## config.mk

```make
export PLATFORM = sky130hd
export DESIGN_NAME = tetris_game_ctrl_flat
export DESIGN_NICKNAME = d
export VERILOG_FILES = /design/src/rtl/tetris_pkg.sv /design/src/rtl/tetris_game_ctrl_if.sv /design/src/rtl/tetris_row_collapse.sv /design/src/rtl/tetris_game_ctrl.sv /design/src/flat_wrapper.sv
export SDC_FILE = /design/constraint.sdc
export NUM_CORES = 2
export LEC_CHECK = 0
export ABC_AREA = 1
export CAP_MARGIN = 20
export CORE_ASPECT_RATIO = 1.5
export CORE_MARGIN = 10
export CORE_UTILIZATION = 30
export CTS_BUF_LIST = sky130_fd_sc_hd__clkbuf_8
export CTS_CLUSTER_DIAMETER = 30
export DETAILED_ROUTE_END_ITERATION = 16
export GPL_ROUTABILITY_DRIVEN = 0
export HOLD_SLACK_MARGIN = 0.08
export PLACE_DENSITY_LB_ADDON = 0.1
export SLEW_MARGIN = 20
export SYNTH_ARGS = -nofsm -noshare
export SYNTH_HDL_FRONTEND = slang
export SYNTH_HIERARCHICAL = 1
export SYNTH_SLANG_ARGS = --single-unit
```

## constraint.sdc

```tcl
create_clock -name clk -period 8.1 [get_ports clk]
set_clock_uncertainty 0.2 [all_clocks]
set_input_delay 0.81 -clock clk [delete_from_list [all_inputs] [get_ports clk]]
set_output_delay 0.81 -clock clk [all_outputs]
set_load 0.05 [all_outputs]
```

## src/rtl/tetris_pkg.sv

```systemverilog
// Shared types and default dimensions for the tetris game controller.
package tetris_pkg;

    localparam int ROWS_DEF   = 22;
    localparam int COLS_DEF   = 10;
    localparam int LINE_W_DEF = 16;

    typedef enum logic [2:0] {
        SPAWN,
        FALLING,
        MERGE,
        CLEAR,
        GAMEOVER
    } game_state_t;

endpackage

```

## src/rtl/tetris_game_ctrl_if.sv

```systemverilog
// Spawn handshake between the game controller (master) and the block generator (slave).
interface tetris_game_ctrl_if #(
    parameter int ROWS = tetris_pkg::ROWS_DEF,
    parameter int COLS = tetris_pkg::COLS_DEF
);
    logic                       spawn_req;
    logic                       spawn_valid;
    logic [ROWS-1:0][COLS-1:0]  spawn_piece;

    modport master (output spawn_req, input spawn_valid, input spawn_piece);
    modport slave  (input spawn_req, output spawn_valid, output spawn_piece);
endinterface

```

## src/rtl/tetris_row_collapse.sv

```systemverilog
// Removes row row_i from the grid, dropping every row above it by one; row 0 refills with zeros.
module tetris_row_collapse #(
    parameter int ROWS = tetris_pkg::ROWS_DEF,
    parameter int COLS = tetris_pkg::COLS_DEF,
    parameter int RW   = (ROWS > 1) ? $clog2(ROWS) : 1
) (
    input  logic [ROWS-1:0][COLS-1:0] grid_i,
    input  logic [RW-1:0]             row_i,
    output logic [ROWS-1:0][COLS-1:0] grid_o,
    output logic                      row_full_o
);

    always_comb begin
        grid_o    = grid_i;
        grid_o[0] = '0;
        for (int i = 1; i < ROWS; i++) begin
            if (RW'(i) <= row_i) grid_o[i] = grid_i[i-1];
        end
        row_full_o = &grid_i[row_i];
    end

endmodule

```

## src/rtl/tetris_game_ctrl.sv

```systemverilog
// Game controller: owns the stored grid and the falling piece, handles spawn, gravity,
// lateral moves, merging, bottom-up row clearing and game-over detection.
module tetris_game_ctrl
    import tetris_pkg::*;
#(
    parameter int ROWS   = ROWS_DEF,
    parameter int COLS   = COLS_DEF,
    parameter int LINE_W = LINE_W_DEF
) (
    input  logic                      clk,
    input  logic                      reset,
    input  logic                      tick_i,
    input  logic                      move_left_i,
    input  logic                      move_right_i,
    tetris_game_ctrl_if.master        spawn_if,
    output logic [ROWS-1:0][COLS-1:0] display_array_o,
    output logic                      landed_o,
    output logic                      line_clr_o,
    output logic [LINE_W-1:0]         lines_total_o,
    output logic                      game_over_o
);

    localparam int RW = (ROWS > 1) ? $clog2(ROWS) : 1;
    typedef logic [ROWS-1:0][COLS-1:0] grid_t;

    // Row r moves to row r+1 (towards the bottom).
    function automatic grid_t shift_down(input grid_t g);
        grid_t r;
        r = '0;
        for (int i = 1; i < ROWS; i++) r[i] = g[i-1];
        return r;
    endfunction

    // Bit 0 is the leftmost column, so "left" is a right shift within each row.
    function automatic grid_t shift_lr(input grid_t g, input logic to_left);
        grid_t r;
        for (int i = 0; i < ROWS; i++) r[i] = to_left ? (g[i] >> 1) : (g[i] << 1);
        return r;
    endfunction

    function automatic logic col_hit(input grid_t g, input int col);
        logic hit;
        hit = 1'b0;
        for (int i = 0; i < ROWS; i++) hit = hit | g[i][col];
        return hit;
    endfunction

    game_state_t       state_q, state_d;
    grid_t             stored_q, stored_d;
    grid_t             falling_q, falling_d;
    logic [RW-1:0]     scan_q, scan_d;
    logic [LINE_W-1:0] lines_q, lines_d;

    grid_t collapsed;
    logic  row_full;
    logic  down_blk, left_blk, right_blk, spawn_req;

    tetris_row_collapse #(.ROWS(ROWS), .COLS(COLS), .RW(RW)) u_collapse (
        .grid_i     (stored_q),
        .row_i      (scan_q),
        .grid_o     (collapsed),
        .row_full_o (row_full)
    );

    always_comb begin
        down_blk  = (|falling_q[ROWS-1]) | (|(shift_down(falling_q) & stored_q));
        left_blk  = col_hit(falling_q, 0) | (|(shift_lr(falling_q, 1'b1) & stored_q));
        right_blk = col_hit(falling_q, COLS-1) | (|(shift_lr(falling_q, 1'b0) & stored_q));
    end

    always_comb begin
        state_d         = state_q;
        stored_d        = stored_q;
        falling_d       = falling_q;
        scan_d          = scan_q;
        lines_d         = lines_q;
        spawn_req       = 1'b0;
        landed_o        = 1'b0;
        line_clr_o      = 1'b0;
        game_over_o     = 1'b0;
        display_array_o = stored_q;

        case (state_q)
            SPAWN: begin
                spawn_req = 1'b1;
                if (spawn_if.spawn_valid) begin
                    if (|(spawn_if.spawn_piece & stored_q)) begin
                        state_d = GAMEOVER;
                    end else begin
                        falling_d = spawn_if.spawn_piece;
                        state_d   = FALLING;
                    end
                end
            end
            FALLING: begin
                display_array_o = stored_q | falling_q;
                if (tick_i) begin
                    if (down_blk) state_d = MERGE;
                    else          falling_d = shift_down(falling_q);
                end else if (move_left_i && !move_right_i) begin
                    if (!left_blk) falling_d = shift_lr(falling_q, 1'b1);
                end else if (move_right_i && !move_left_i) begin
                    if (!right_blk) falling_d = shift_lr(falling_q, 1'b0);
                end
            end
            MERGE: begin
                display_array_o = stored_q | falling_q;
                landed_o        = 1'b1;
                stored_d        = stored_q | falling_q;
                falling_d       = '0;
                scan_d          = RW'(ROWS-1);
                state_d         = CLEAR;
            end
            CLEAR: begin
                // A cleared row is re-tested next cycle since the row above has dropped into it.
                if (row_full) begin
                    stored_d   = collapsed;
                    line_clr_o = 1'b1;
                    if (lines_q != '1) lines_d = lines_q + 1'b1;
                end else if (scan_q == '0) begin
                    state_d = SPAWN;
                end else begin
                    scan_d = scan_q - 1'b1;
                end
            end
            GAMEOVER: begin
                game_over_o = 1'b1;
            end
            default: state_d = SPAWN;
        endcase
    end

    assign spawn_if.spawn_req = spawn_req;
    assign lines_total_o      = lines_q;

    always_ff @(posedge clk) begin
        if (reset) begin
            state_q   <= SPAWN;
            stored_q  <= '0;
            falling_q <= '0;
            scan_q    <= RW'(ROWS-1);
            lines_q   <= '0;
        end else begin
            state_q   <= state_d;
            stored_q  <= stored_d;
            falling_q <= falling_d;
            scan_q    <= scan_d;
            lines_q   <= lines_d;
        end
    end

endmodule
```

## src/flat_wrapper.sv

```systemverilog
// flat-port wrapper written by rule: the top's interface ports become plain ports
module tetris_game_ctrl_flat import tetris_pkg::*;
#(
    parameter int ROWS   = ROWS_DEF,
    parameter int COLS   = COLS_DEF,
    parameter int LINE_W = LINE_W_DEF
)
  (clk, reset, tick_i, move_left_i, move_right_i, display_array_o, landed_o, line_clr_o, lines_total_o, game_over_o, spawn_if_spawn_req, spawn_if_spawn_valid, spawn_if_spawn_piece);
  tetris_game_ctrl_if #(.ROWS(ROWS), .COLS(COLS)) spawn_if_i ();
  input  logic clk;
  input  logic reset;
  input  logic tick_i;
  input  logic move_left_i;
  input  logic move_right_i;
  output logic [ROWS-1:0][COLS-1:0] display_array_o;
  output logic landed_o;
  output logic line_clr_o;
  output logic [LINE_W-1:0] lines_total_o;
  output logic game_over_o;
  output wire logic [$bits(spawn_if_i.spawn_req)-1:0] spawn_if_spawn_req;
  input wire logic [$bits(spawn_if_i.spawn_valid)-1:0] spawn_if_spawn_valid;
  input wire logic [$bits(spawn_if_i.spawn_piece)-1:0] spawn_if_spawn_piece;
  assign spawn_if_spawn_req = spawn_if_i.spawn_req;
  assign spawn_if_i.spawn_valid = spawn_if_spawn_valid;
  assign spawn_if_i.spawn_piece = spawn_if_spawn_piece;
  tetris_game_ctrl #(.ROWS(ROWS), .COLS(COLS), .LINE_W(LINE_W)) u_core (.clk(clk), .reset(reset), .tick_i(tick_i), .move_left_i(move_left_i), .move_right_i(move_right_i), .spawn_if(spawn_if_i), .display_array_o(display_array_o), .landed_o(landed_o), .line_clr_o(line_clr_o), .lines_total_o(lines_total_o), .game_over_o(game_over_o));
endmodule
```

# --- After elaboration in Yosys (flattened, before gate mapping) ---
# Cells that the tools add are included.
word_totals:
  out_inout_bits: 240
  word_cells: 251
  input_bits: 226
  regBits: 464
classes:
  order_cmp: 22
  n_mux: 50
  add_sub_neg: 2
  bitwise_logic: 51
  reduce_logical: 41
  eq_ne: 38
ops:
  columns: ["cell", "count"]
  rows:
  - ["$mux 220", 10]
  - ["$reduce_or 220->1", 4]
  - ["$and 220x220->220", 3]
  - ["$pmux 220 s3", 1]
  - ["$pmux 220 s2", 1]
  - ["$and 219x220->220", 1]
  - ["$mux 10", 22]
  - ["$or 220x220->220", 1]
  - ["$reduce_and 3->1", 22]
  - ["$ne 2x2->1 const B", 26]
  - ["$bmux 10 s5", 1]
  - ["$or 1x1->1", 45]
  - ["$le 4x5->1 const A", 8]
  - ["$le 5x5->1 const A", 6]
  - ["$le 3x5->1 const A", 4]
  - ["$mux 3", 6]
  - ["$add 16x1->16 const B", 1]
  - ["$ne 16x16->1 const B", 1]
  - ["$pmux 3 s5", 1]
  - ["$reduce_and 12->1", 1]
  - ["$le 2x5->1 const A", 2]
  - ["$mux 5", 2]
  - ["$pmux 5 s2", 1]
  - ["$reduce_and 10->1", 1]
  - ["23 further kinds", 33]

# --- Depth between registers and ports, before layout ---
logic_depth:
  ltp_word: 27
  depth_mapped: 24
  depth_no_buf: 22

# --- By module ---
# The synthesis kept the hierarchy.
modules_own_cells:
  columns: ["mod", "seq_area_each_um2", "area_per_inst_um2", "cells_each", "instances"]
  rows:
  - ["tetris_game_ctrl", 9288.9, 33106.8, 5924, 1]
  - ["tetris_row_collapse", 0.0, 4947.2, 1127, 1]

# --- Worst setup path after synthesis ---
# No wires, ideal clock.
synth_path:
  kind: "reg2out"
  startpoint: "reg u_core.state_q[1]"
  endpoint: "out display_array_o[34] (netlist bit)"
  stages_incl_launch_ff: 12
  arrival_time_ps: 2734
  path_buffers: 3
  slack_ps: 4356
  path_cell_list: "dfxtp_1 inv_2 nor2_1 inv_2 nor2_2 inv_2 nand2_2 inv_1 clkbuf_1 clkbuf_1 clkbuf_1 o21ai_0"
synth_lines:
  columns: ["element", "line", "source"]
  rows:
  - ["start: declaration", "tetris_game_ctrl.sv:48", "game_state_t state_q, state_d;"]
  - ["start signal: assignment", "tetris_game_ctrl.sv:144", "state_q <= state_d;"]
  - ["end: declaration", "flat_wrapper.sv:15", "output logic [ROWS-1:0][COLS-1:0] display_array_o;"]

# --- Worst setup path in the final report ---
layout_path:
  startpoint: "reg u_core.scan_q[0]"
  endpoint: "out line_clr_o"
layout_between:
  elab_chain_len: 5
layout_lines:
  columns: ["element", "line", "source"]
  rows:
  - ["start: declaration", "tetris_game_ctrl.sv:51", "logic [RW-1:0] scan_q, scan_d;"]
  - ["start signal: assignment", "tetris_game_ctrl.sv:141", "scan_q <= RW'(ROWS-1);"]
  - ["start signal: assignment", "tetris_game_ctrl.sv:147", "scan_q <= scan_d;"]
  - ["$bmux 10 s5", "tetris_row_collapse.sv:19", "row_full_o = &grid_i[row_i];"]
  - ["$mux 10 (implied by the code)", "tetris_row_collapse.sv:19", null]
  - ["$reduce_and 10->1", "tetris_row_collapse.sv:19", null]
  - ["net u_core.row_full", "tetris_game_ctrl.sv:55", "logic row_full;"]
  - ["$mux 1", "tetris_game_ctrl.sv:116", "if (row_full) begin"]
  - ["$mux 1", "tetris_game_ctrl.sv:83", "case (state_q)"]
  - ["end: declaration", "flat_wrapper.sv:17", "output logic line_clr_o;"]
# The timed path passes the listed nets, and every way through them passes these cells. The select of a mux whose other input is x is not followed.

==> out/results.tsv <==
stage	metric	value	unit
floorplan	die_w	311	µm
setup_path	cp.arrival	5170	ps
pwr	p_int	0.00731	W
timing	finalSetupTns	0	ps
placement	dp_hpwl	177000	µm
pwr	ir_worst_vdd	0.000574	V
global_route	gr-total-overflow	0	
setup_path	crit_path_end_kind	output pin	
final_layout	syn2layout_area_growth	22.0	%
pwr	seqPwrFrac	0.248	
floorplan	rows	160	
pwr	switching_power	0.00883	W
clock_network	cts_inserted_buffers	143	
final_layout	finalNonFillerCells	9022	
timing	max_slew_margin	0.0521	
pwr	p_clk_frac	0.243	
logic_synthesis	synthCells	7051	
route	ant_nets	0	
outcome	status	finished, final reports clean	
flow_run	max-cap-violations	0	
clock_network	cts_hold_buf	0	
global_route	grt_antenna_before_repair	23	
logic_synthesis	async_flop_share	0	
pwr	p_comb_frac	0.509	
global_route	met1_usage	0.372	
timing	setup_viol	0	
clock_network	clock_latency	930	ps
logic_synthesis	syn_avg_cell_area	5.40	µm²
route	wirelength	249000	µm
timing	layout_setup_ws	1920	ps
logic_synthesis	yosysWarnings	6	
route	wire_per_inst	27.6	µm
floorplan	initial_utilization	0.301	
logic_synthesis	ys_seq_area_frac	0.244	
hold_path	holdCritPathClass	reg -> reg	
logic_synthesis	synth-seq-cells	464	
placement	placed_cells	8751	
global_route	grt_busiest_layer	met2	
logic_synthesis	syn_area	38100	µm²
timing	hold_violations	0	
pwr	power_density	347	nW/µm²
setup_path	r2r_setup_slack	2890	ps
global_route	grt_util_met2	0.531	
timing	period_share	0.763	
global_route	grt_start_max_net_pins	196	
logic_synthesis	synthFlopType	dfxtp_1	
timing	min_period	6180	ps
clock_network	cts_setup_buffers	0	
timing	holdWs	307	ps
placement	portBuffers	465	
placement	pre_cts_slack	2710	ps
global_route	met3_usage	0.0852	
setup_path	cp_max_fo	54	
clock_network	clk_pin_slew_worst_paths	50	ps
timing	worstMarginPinSlew	1420	ps
final_layout	num-nets-final	7424	
logic_synthesis	synth_edf_count	0	
route	vias_per_cell	5.64	
final_layout	finalInstanceArea	46400	µm²
timing	slew_violations	0	
final_layout	layout_common_cells	nand2_1 (2047), o21ai_0 (1108), inv_1 (828), nor2_1 (739), a21oi_1 (638)	
timing	fmax	162	MHz
clock_network	ctsResizeCount	0	
pwr	switching_share	0.547	
pwr	static-leakage-power	19.4	nW
setup_path	cp-start-kind	register	
route	vias	50900	
timing	rsz0062_at_grt	no	
floorplan	ioPinCount	466	
final_layout	final_common_cell	nand2_1	
floorplan	core-area	126000	µm²
clock_network	cts_tree	done	
global_route	track_usage	0.333	
global_route	grt_pass1_vias	47500	
route	drc	0	
placement	post_dp_cell_area	43200	µm²
setup_path	worst-setup-path-type	reg -> out	
final_layout	drive_above_1_share	0.0453	
clock_network	cts.sinks	464	
route	drtIter0Drc	6869	
floorplan	dieArea	142000	µm²
floorplan	die_y	456	µm
clock_network	root_buffer	clkbuf_8	
clock_network	clock_path_buffers	3	
setup_path	required	7090	ps
global_route	grt_pass1_wl	350000	µm
clock_network	htreeDepth	4	
logic_synthesis	synth.lib_cells_used.distinct	43	
route	firstDrtPassIters	6	
-- path summary, 6_finish.rpt --
kind	startpoint	cells after the start	to
worst max-delay path	u_core/scan_q[0]	13	line_clr_o
worst min-delay path	u_core/lines_total_o[14]	2	u_core/lines_total_o[14]
worst max register to register	u_core/falling_q[102]	16	u_core/falling_q[6]
worst min register to register	u_core/lines_total_o[14]	2	u_core/lines_total_o[14]
-- cell usage after synthesis, drive strengths merged (6+ instances only) --
| library cell | n | share of area |
|---|---|---|
| o22ai | 7 | 0.0012 |
| o211ai | 62 | 0.012 |
| clkbuf | 383 | 0.038 |
| nand3 | 353 | 0.046 |
| a21oi | 638 | 0.084 |
| nor2 | 753 | 0.075 |
| nor3 | 16 | 0.0024 |
| nand4 | 80 | 0.013 |
| dfxtp | 464 | 0.24 |
| buf | 149 | 0.022 |
| o21ai | 1134 | 0.15 |
| mux2 | 6 | 0.0018 |
| inv | 813 | 0.080 |
| a221oi | 9 | 0.0021 |
| nand2 | 2051 | 0.20 |
| o21bai | 95 | 0.019 |
-- cell families (layout without fill, tap and decap cells) --
group,count (synthesis),after routing,synth area share
and+or+nand+nor,3262,3262,0.341
AOI/OAI and AO/OA,1964,1964,0.272
buffers and inverters,1350,1594,0.140
DFF,464,464,0.244
muxes,6,6,0.00178
adders and majority gates,3,3,0.000986
other,1,27,0.0000985
xor gates and xnor gates,1,1,0.000230
-- worst max-delay path, stage by stage, from the launching register on --
cell and delay [ps]:
dfxtp_4 450, buf_4 380, o21ai_0 1120, nand3_1 160, nand4_1 140, nand2_1 60, nand3_1 110, nand2_1 50
inv_1 50, nand2_1 70, nor2_1 160, inv_1 100, nor2_4 290, clkdlybuf4s50_1 1110
-- registers in the layout, summed over array words and instances, names as in the netlist --
register              flops
u_core/stored_q         220
u_core/falling_q        220
u_core/state_q            3
u_core/lines_total_o     16
u_core/scan_q             5
-- per-layer routing --
| metal | up-vias | part of all wire |
|---|---|---|
| met5 | - | 0.00057 |
| met3 | 925 | 0.094 |
| met2 | 3057 | 0.45 |
| met4 | 22 | 0.096 |
| li1 | 23000 | - |
| met1 | 23900 | 0.36 |
-- metrics by stage --
stage	total power, W	utilization
finish	0.0161	0.368
global route	0.0168	0.367
CTS	0.0159	0.367
detailed placement	0.0120	0.342
global placement	0.0120	0.342
floorplan	0.00868	-
-- power by group through the flow --
stage          logic [W]  registers [W]  clock network [W]
5_1_grt          0.00877        0.00399            0.00406
4_1_cts          0.00803        0.00393            0.00395
2_1_floorplan    0.00557        0.00311                  0
3_3_place_gp     0.00799        0.00398                  0
6_report         0.00822        0.00400            0.00392
3_5_place_dp     0.00800        0.00398                  0
-- final cells by class --
| cell class | count | area [µm²] |
|---|---|---|
| Timing Repair Buffer | 522 | 5180 |
| Clock buffer | 172 | 2370 |
| Tap cell | 1701 | 2130 |
| Inverter | 818 | 3100 |
| Clock inverter | 82 | 805 |
| Multi-Input combinational cell | 5246 | 23500 |
| Antenna cell | 17 | 42.5 |
| Sequential cell | 464 | 9290 |
| Fill cell | 14500 | 79900 |
Power figures use the tool's default switching activity.
